==> src/rtl/rsp_router_pkg.sv <==
// Chip-wide constants and types shared by the arbiter and response router.
package rsp_router_pkg;

  localparam int NUM_OF_CORES    = 4;
  localparam int DATA_WIDTH      = 64;
  localparam int MAX_OUTSTANDING = 8;

  localparam int CORE_IDX_W = (NUM_OF_CORES > 1) ? $clog2(NUM_OF_CORES) : 1;

  typedef logic [CORE_IDX_W-1:0] core_idx_t;

endpackage

==> src/rtl/rsp_router_onehot_to_idx.sv <==
// Combinational one-hot encoder: grant vector to core index plus a validity flag.
module onehot_to_idx
  import rsp_router_pkg::*;
(
  input  logic [NUM_OF_CORES-1:0] onehot,
  output core_idx_t               idx,
  output logic                    onehot_ok
);

  // Encode the highest set bit; onehot_ok tells the caller whether the index means anything.
  always_comb begin
    // NOTE: every output gets a default first so no path leaves it unassigned (no latch).
    idx       = '0;
    onehot_ok = 1'b0;
    for (int i = 0; i < NUM_OF_CORES; i++) begin
      if (onehot[i]) begin
        idx = core_idx_t'(i);
      end
    end
    onehot_ok = (onehot != '0) && ((onehot & (onehot - NUM_OF_CORES'(1))) == '0);
  end

endmodule

==> src/rtl/rsp_router.sv <==
// Response router: remembers which core owns each accepted memory request and
// steers the in-order memory responses back to that core.
module rsp_router
  import rsp_router_pkg::*;
#(
  parameter int MAX_OUTSTANDING_P = MAX_OUTSTANDING,
  localparam int PTR_W = $clog2(MAX_OUTSTANDING_P) + 1,
  localparam int CNT_W = $clog2(MAX_OUTSTANDING_P + 1)
) (
  input  logic                    clk,
  input  logic                    reset,
  input  logic [NUM_OF_CORES-1:0] req_grant,
  input  logic                    req_fire,
  output logic                    req_stall,
  input  logic                    mem_rsp_valid,
  input  logic [DATA_WIDTH-1:0]   mem_rsp_data,
  output logic                    mem_rsp_ready,
  output logic [NUM_OF_CORES-1:0] core_rsp_valid,
  output logic [DATA_WIDTH-1:0]   core_rsp_data,
  input  logic [NUM_OF_CORES-1:0] core_rsp_ready,
  output logic [CNT_W-1:0]        outstanding,
  output logic                    grant_err,
  output logic                    orphan_err
);

  localparam int AW = PTR_W - 1;

  // Tag FIFO: one extra pointer bit distinguishes full from empty.
  core_idx_t       fifo_mem [MAX_OUTSTANDING_P];
  logic [PTR_W-1:0] wr_ptr;
  logic [PTR_W-1:0] rd_ptr;
  logic [PTR_W-1:0] fifo_count;
  logic             fifo_empty;
  logic             fifo_full;

  // Output register presented to the cores.
  logic                  out_valid;
  core_idx_t             out_idx;
  logic [DATA_WIDTH-1:0] out_data;

  core_idx_t grant_idx;
  logic      grant_ok;
  logic      push;
  logic      grant_bad;
  logic      out_ready;
  logic      accept;
  logic      retire;
  logic      orphan;

  onehot_to_idx u_enc (
    .onehot    (req_grant),
    .idx       (grant_idx),
    .onehot_ok (grant_ok)
  );

  assign fifo_empty = (wr_ptr == rd_ptr);
  assign fifo_full  = (wr_ptr[AW] != rd_ptr[AW]) && (wr_ptr[AW-1:0] == rd_ptr[AW-1:0]);
  assign fifo_count = wr_ptr - rd_ptr;

  // Stall depends on the registered pointers only, so a same-cycle pop cannot lower it.
  assign req_stall = fifo_full;

  // A fire while stalled is dropped silently; a bad grant is only flagged when it could push.
  assign push      = req_fire && !fifo_full && grant_ok;
  assign grant_bad = req_fire && !fifo_full && !grant_ok;

  assign out_ready     = core_rsp_ready[out_idx];
  assign mem_rsp_ready = !fifo_empty && (!out_valid || out_ready);
  assign accept        = mem_rsp_valid && mem_rsp_ready;
  assign retire        = out_valid && out_ready && !accept;
  assign orphan        = mem_rsp_valid && fifo_empty && !out_valid;

  assign core_rsp_valid = out_valid ? (NUM_OF_CORES'(1) << out_idx) : '0;
  assign core_rsp_data  = out_data;
  assign outstanding    = CNT_W'(fifo_count) + CNT_W'(out_valid);

  // Tag storage writes at the tail; contents are don't-care until pushed.
  always_ff @(posedge clk) begin
    // NOTE: the array is left unreset; pointers alone decide which entries are live.
    if (!reset && push) begin
      fifo_mem[wr_ptr[AW-1:0]] <= grant_idx;
    end
  end

  // Pointers, output register and sticky error flags.
  always_ff @(posedge clk) begin
    // NOTE: non-blocking assignments so every register samples pre-edge values.
    if (reset) begin
      wr_ptr     <= '0;
      rd_ptr     <= '0;
      out_valid  <= 1'b0;
      out_idx    <= '0;
      out_data   <= '0;
      grant_err  <= 1'b0;
      orphan_err <= 1'b0;
    end else begin
      if (push) begin
        wr_ptr <= wr_ptr + PTR_W'(1);
      end
      if (accept) begin
        rd_ptr    <= rd_ptr + PTR_W'(1);
        out_idx   <= fifo_mem[rd_ptr[AW-1:0]];
        out_data  <= mem_rsp_data;
        out_valid <= 1'b1;
      end else if (retire) begin
        out_valid <= 1'b0;
      end
      if (grant_bad) begin
        grant_err <= 1'b1;
      end
      if (orphan) begin
        orphan_err <= 1'b1;
      end
    end
  end

endmodule

==> config.mk <==
export PLATFORM = sky130hd
export DESIGN_NAME = rsp_router
export DESIGN_NICKNAME = d
export VERILOG_FILES = /design/src/rtl/rsp_router_pkg.sv /design/src/rtl/rsp_router_onehot_to_idx.sv /design/src/rtl/rsp_router.sv
export SDC_FILE = /design/constraint.sdc
export NUM_CORES = 1
export LEC_CHECK = 0
export ABC_AREA = 1
export BUFFER_PORTS_ARGS = -buffer_cell sky130_fd_sc_hd__buf_4
export CAP_MARGIN = 20
export CORE_AREA = 2 2 172 107
export DETAILED_ROUTE_END_ITERATION = 8
export DIE_AREA = 0 0 174 109
export PLACE_DENSITY = 0.48
export SLEW_MARGIN = 20
export SYNTH_ARGS = -nofsm -noshare
export SYNTH_HDL_FRONTEND = slang
export SYNTH_SLANG_ARGS = --single-unit
==> constraint.sdc <==
create_clock -name clk -period 2 [get_ports clk]
set_input_delay 0.1 -clock clk [delete_from_list [all_inputs] [get_ports clk]]
set_output_delay 0.1 -clock clk [all_outputs]
set_load 0.02 [all_outputs]
### After elaboration in Yosys (flattened, before gate mapping)

Memories as Yosys holds them, arrays and structs flattened. A register that Yosys moved wholly into a read port is not among the register bits.
Cells that the tools add are included.
Widths: inputs -> output; s select.

| cells by class | value |
|---|---|
| muxes and demuxes | 10 |
| bitwise gates (word level) | 1 |
| shift-type cells | 1 |
| equality and inequality tests | 3 |
| $lt $le $gt $ge | 1 |
| add/sub/neg operators | 5 |
| reductions and logical operators | 22 |

Operator list:

| kind | count |
|---|---|
| $logic_and 1x1->1 | 12 |
| $add 4x1->4 const B | 2 |
| $logic_not 1->1 | 6 |
| $mux 1 | 6 |
| $add 4x1->4 | 1 |
| $and 4x4->4 | 1 |
| $eq 4x4->1 | 1 |
| $logic_not 4->1 | 1 |
| $mux 2 | 2 |
| $mux 4 | 1 |
| $reduce_bool 4->1 | 1 |
| $shl 1x2->4 const A | 1 |
| $sub 4x1->4 const B | 1 |
| $sub 4x4->4 | 1 |
| $eq 3x3->1 | 1 |
| $lt 2x3->1 const B | 1 |
| $bmux 1 s2 | 1 |
| $reduce_bool 2->1 | 1 |
| $logic_or 1x1->1 | 1 |
| $ne 1x1->1 | 1 |

| word-level totals | value |
|---|---|
| input bits | 76 |
| output and inout port bits | 76 |
| memory bits (writable) | 16 |
| memories | 1 |
| bits in registers | 75 |

Memories:

| memory | depth | bits a word | read ports | clocked after memory_dff | wr ports | line | text |
|---|---|---|---|---|---|---|---|
| fifo_mem | 8 | 2 | 1 | 1 | 1 | rsp_router.sv:29 | `core_idx_t fifo_mem [MAX_OUTSTANDING_P];` |

### Depth between registers and ports, before layout

| logic depth | value |
|---|---|
| depth in word-level cells | 9 |
| gate-level depth with buffers | 12 |
| depth with buffers taken out | 9 |

### By module

Synthesis repeated with hierarchy kept, for this count alone.

| second synthesis, totals | value |
|---|---|
| cell total of the unflattened synthesis | 612 |
| area total of the unflattened synthesis | 4,200.3 µm² |

Modules (own cells, without submodules):

| module | area each (µm²) | cells an instance | times used |
|---|---|---|---|
| rsp_router | 4,139.0 | 597 | 1 |
| onehot_to_idx | 61.3 | 15 | 1 |

### Worst setup path after synthesis

OpenSTA, ideal clock, no wires.

| timing path | value |
|---|---|
| kind | register -> register |
| start point | reg rd_ptr[2] |
| end point | mem fifo_mem[0][0] (netlist bit) (enable) |
| data required time | 1.691 ns |
| library setup time | 0.309 ns |
| cell stages (with the launch flop) | 11 |
| slack | 0.009 ns |
| data arrival time | 1.681 ns |
| cells stage by stage | dfxtp_1 > clkbuf_1 > inv_1 > ha_1 > nand2_1 > a21oi_2 > nand3_1 > nand2_1 > nor2_1 > nand3_1 > nor2_1 |

| on the way | value |
|---|---|
| cells in the longest elaborated chain, start to end | 8 |

RTL lines:

| what | line | text |
|---|---|---|
| start: declaration | rsp_router.sv:31 | `logic [PTR_W-1:0] rd_ptr;` |
| start signal: assignment | rsp_router.sv:101 | `rd_ptr <= rd_ptr + PTR_W'(1);` |
| $eq 3x3->1 | rsp_router.sv:57 | `assign fifo_full = (wr_ptr[AW] != rd_ptr[AW]) && (wr_ptr[AW-1:0] == rd_ptr[AW-1:0]);` |
| $logic_and 1x1->1 | rsp_router.sv:57 |  |
| $logic_not 1->1 | rsp_router.sv:64 | `assign push = req_fire && !fifo_full && grant_ok;` |
| $logic_and 1x1->1 (2 in a row) | rsp_router.sv:64 |  |
| $logic_and 1x1->1 | rsp_router.sv:80 | `if (!reset && push) begin` |
| $mux 1 | rsp_router.sv:80 |  |
| $mux 1 (implied by the code) | rsp_router.sv:81 | `fifo_mem[wr_ptr[AW-1:0]] <= grant_idx;` |
| end: declaration | rsp_router.sv:29 |  |

Every way passes these cells.

### Worst setup path after layout

| timing path | value |
|---|---|
| start point | reg out_valid |
| end point | out outstanding[1] |

| on the way | value |
|---|---|
| cells in the longest elaborated chain, start to end | 1 |

RTL lines:

| what | line | text |
|---|---|---|
| start: declaration | rsp_router.sv:37 | `logic out_valid;` |
| start signal: assignment | rsp_router.sv:91 | `out_valid <= 1'b0;` |
| start signal: assignment | rsp_router.sv:104 | `out_valid <= 1'b1;` |
| start signal: assignment | rsp_router.sv:106 | `out_valid <= 1'b0;` |
| $add 4x1->4 | rsp_router.sv:75 | `assign outstanding = CNT_W'(fifo_count) + CNT_W'(out_valid);` |
| end: declaration | rsp_router.sv:21 | `output logic [CNT_W-1:0] outstanding,` |

Every way passes these cells.

==> flow_summary.yaml <==
timing:
  finalHoldViolations: 0
  period_needed_ns: 1.96
  finalWorstSetupSlack_ns: 0.0420
  worst_pin_slew_ns: 0.518
  setup_viol_count_final: 0
  finalMaxSlewViolations: 0
  slew-limit-headroom: 0.655
  fmax_ghz: 0.511
  period_share: 0.979
  skew_ns: 0.00791
  grt_setup_unrepaired: "true"
clock_tree:
  cts_root_buf: "clkbuf_16"
  cts_tree: "built"
  cts.clk_slew.worst_paths_ns: 0.07
  clk_latency_ns: 0.34
  ctsLongestPathBuffers: 2
  cts_inserted_buffers: 9
  htree_levels: 3
  clock_sinks: 93
global_routing:
  grt_overflow_total: 0
  first_global_vias: 3935
  grt_util_met3: 0.0533
  grt_use_met2: 0.191
  grt_usage: 0.135
  busiest_layer: "met2"
  use_met1: 0.188
  grt_pass1_wl_um: 20200
  antenna_found_initial: 0
  grt_max_degree: 65
logic_synthesis:
  yosysTopAreaCell: "dfxtp_1"
  yosysWarnings: 0
  synthTopCellsByArea: "dfxtp_1 36%, nand2_1 17%, nor2_1 14%"
  async_flop_share: 0
  synth-seq-cells: 93
  synth_nets: 699
  synth_edf_count: 16
  yosysSeqAreaShare: 0.475
  ys_top_cells_by_count: "189 x nand2_1, 160 x nor2_1, 87 x inv_1"
  syn_avg_cell_area_sq_um: 6.93
  ys.flop_type: "dfxtp_1"
  netlist-cell-type-count: 24
  synth_top_area_frac: 0.362
  netlist_area_sq_mm: 0.00426
  yosysMostFrequentCell: "nand2_1"
  synthCells: 614
drt:
  drtIter0Drc: 194
  drtPass1Iterations: 4
  ant_nets: 0
  viasPerCell: 3.88
  vias: 4253
  drc_errors: 0
  wl_um: 13300
  wl_per_cell_um: 12.2
floorplan:
  ios: 152
  rows: 38
  coreArea_sq_mm: 0.0175
  start_util: 0.243
  die-area_sq_mm: 0.0190
  chipHeight_um: 109
  die_w_um: 174
critical_path:
  crit_cells: 8
  rr_worst_depth: 12
  cp-end-kind: "output port"
  rr_startpoint: "rd_ptr[2]"
  crit_end: "outstanding[1]"
  setup.worst_path.start: "out_valid"
  cpLargestDelayFamily: "adder cells"
  cp-start-kind: "flip-flop"
  cp_slowest_stage_delay_ns: 0.44
  setup.worst_path.class: "flip-flop to output port"
  cpMaxStageDelayCell: "fa_2"
  r2r_end: "core_rsp_data[63]"
  cp_cell_sequence: "inv_4 > ha_4 > inv_2 > ha_4 > inv_2 > fa_2 > inv_2 > buf_6"
  crit_top_cell: "inv_2"
  critical_path_required_ns: 1.90
  cp.arrival_ns: 1.86
  critPathMaxFanout: 5
  path_buf_inv: 5
  rrSetupSlack_ns: 0.10
placement:
  dpl_worst_slack_ns: 0.0603
  place_area_sq_mm: 0.00575
  port_buffers: 151
  place_hpwl_um: 8790
  place.gp.congestion: 0.870
power:
  powerDensity_mw_per_mm2: 1020
  leakage_nw: 3.60
  ir_drop_mv: 0.424
cells_and_area:
  fillers: 1865
  regArea_sq_mm: 0.00203
  multiInputGateArea_sq_mm: 0.00183
  design_area_sq_mm: 0.00703
  antennaDiodeCount: 0
  layout-drive-gt1-share: 0.281
  synthToLayoutAreaGrowth_pct: 65.2
  final_nets: 937
run_status:
  outcome: "finished clean"
flow_run:
  maxCapViolCount: 0
min_path:
  min_path_type: "primary input to flip-flop"
registers in the layout, indices dropped and copies added, names as in the netlist:
signal,flops
orphan_err,1
core_rsp_data,64
wr_ptr,4
out_valid,1
fifo_mem,16
rd_ptr,4
grant_err,1
out_idx,2
what timing repair did:
| action | CTS | global route |
|---|---|---|
| hold buffers | 62 | 0 |
| setup endpoints to repair | 4 | 76 |
| buffers inserted | 2 | 10 |
| gates cloned | 0 | 3 |
| pin swaps | 3 | 5 |
| endpoints found under the hold margin | 67 | 0 |
| resized for setup | 15 | 20 |
worst min-delay path, cell delays in order:
cell,delay (ns)
buf_4,0.08
nor2_1,0.03
nor2_1,0.10
report_power, final:
| part | total, mW | internal (mW) | switching (mW) |
|---|---|---|---|
| Clock | 1.97 | 1.21 | 0.757 |
| Sequential | 2.39 | 2.21 | 0.177 |
| Combinational | 2.82 | 1.28 | 1.54 |
worst min-delay path by stage:
stage / start / to / slack, ns / depth (start not counted)
finish: mem_rsp_data[13] / core_rsp_data[13] / 0.006 / 3
global route: mem_rsp_data[33] / core_rsp_data[33] / 0.006 / 3
CTS: mem_rsp_data[55] / core_rsp_data[55] / 0.0008 / 3
detailed placement: mem_rsp_data[12] / core_rsp_data[12] / 0.32 / 3
global placement: mem_rsp_data[21] / core_rsp_data[21] / 0.32 / 3
floorplan: mem_rsp_data[0] / core_rsp_data[0] / 0.23 / 2
per-stage QoR:
stage / utilization / power [mW] / TNS (ns) / hold slack [ns] / cells
4_1_cts: 0.388 / 7.03 / 0 / 0.000836 / 1084
3_3_place_gp: 0.329 / 4.86 / 0 / 0.324 / 1004
2_1_floorplan: - / 3.88 / 0 / 0.235 / 614
3_5_place_dp: 0.329 / 4.85 / 0 / 0.325 / 1004
5_1_grt: 0.402 / 7.70 / -0.0309 / 0.00578 / 1097
6_report: 0.402 / 7.19 / 0 / 0.00570 / 1097
final cells by class:
type | count | area share
well taps | 240 | 0.0427
clock buffers | 12 | 0.0381
flip-flops and latches | 93 | 0.289
repair buffers | 252 | 0.310
clock inverters | 4 | 0.0107
inverters | 91 | 0.0489
multi-input cells | 405 | 0.261
cells in the final DEF, fill, tap and decap left out, types with 6 or more instances in the layout:
cell,Yosys,layout
dfxtp_1,77,72
nor2_1,160,155
inv_2,4,10
dlygate4sd3_1,0,62
nand2_1,189,189
clkbuf_16,0,13
ha_4,0,6
buf_4,4,180
inv_1,87,80
edfxtp_1,16,16
o21ai_0,13,12
routing by layer:
metal / wire length [um] / part of all wire
met1: 6670 / 0.50
met2: 5240 / 0.39
met3: 1260 / 0.095
met4: 169 / 0.013
met5: 0 / 0
cells by family (layout without fill, tap and decap cells):
group	count (synthesis)	in the layout	share of synthesized area
simple gates	368	368	0.335
buf+inv	116	359	0.121
flops	93	93	0.475
compound gates	22	22	0.0279
fa+ha+maj	9	9	0.0282
xor+xnor	6	6	0.0123
Note: power is estimated with default switching activity, not from simulation.
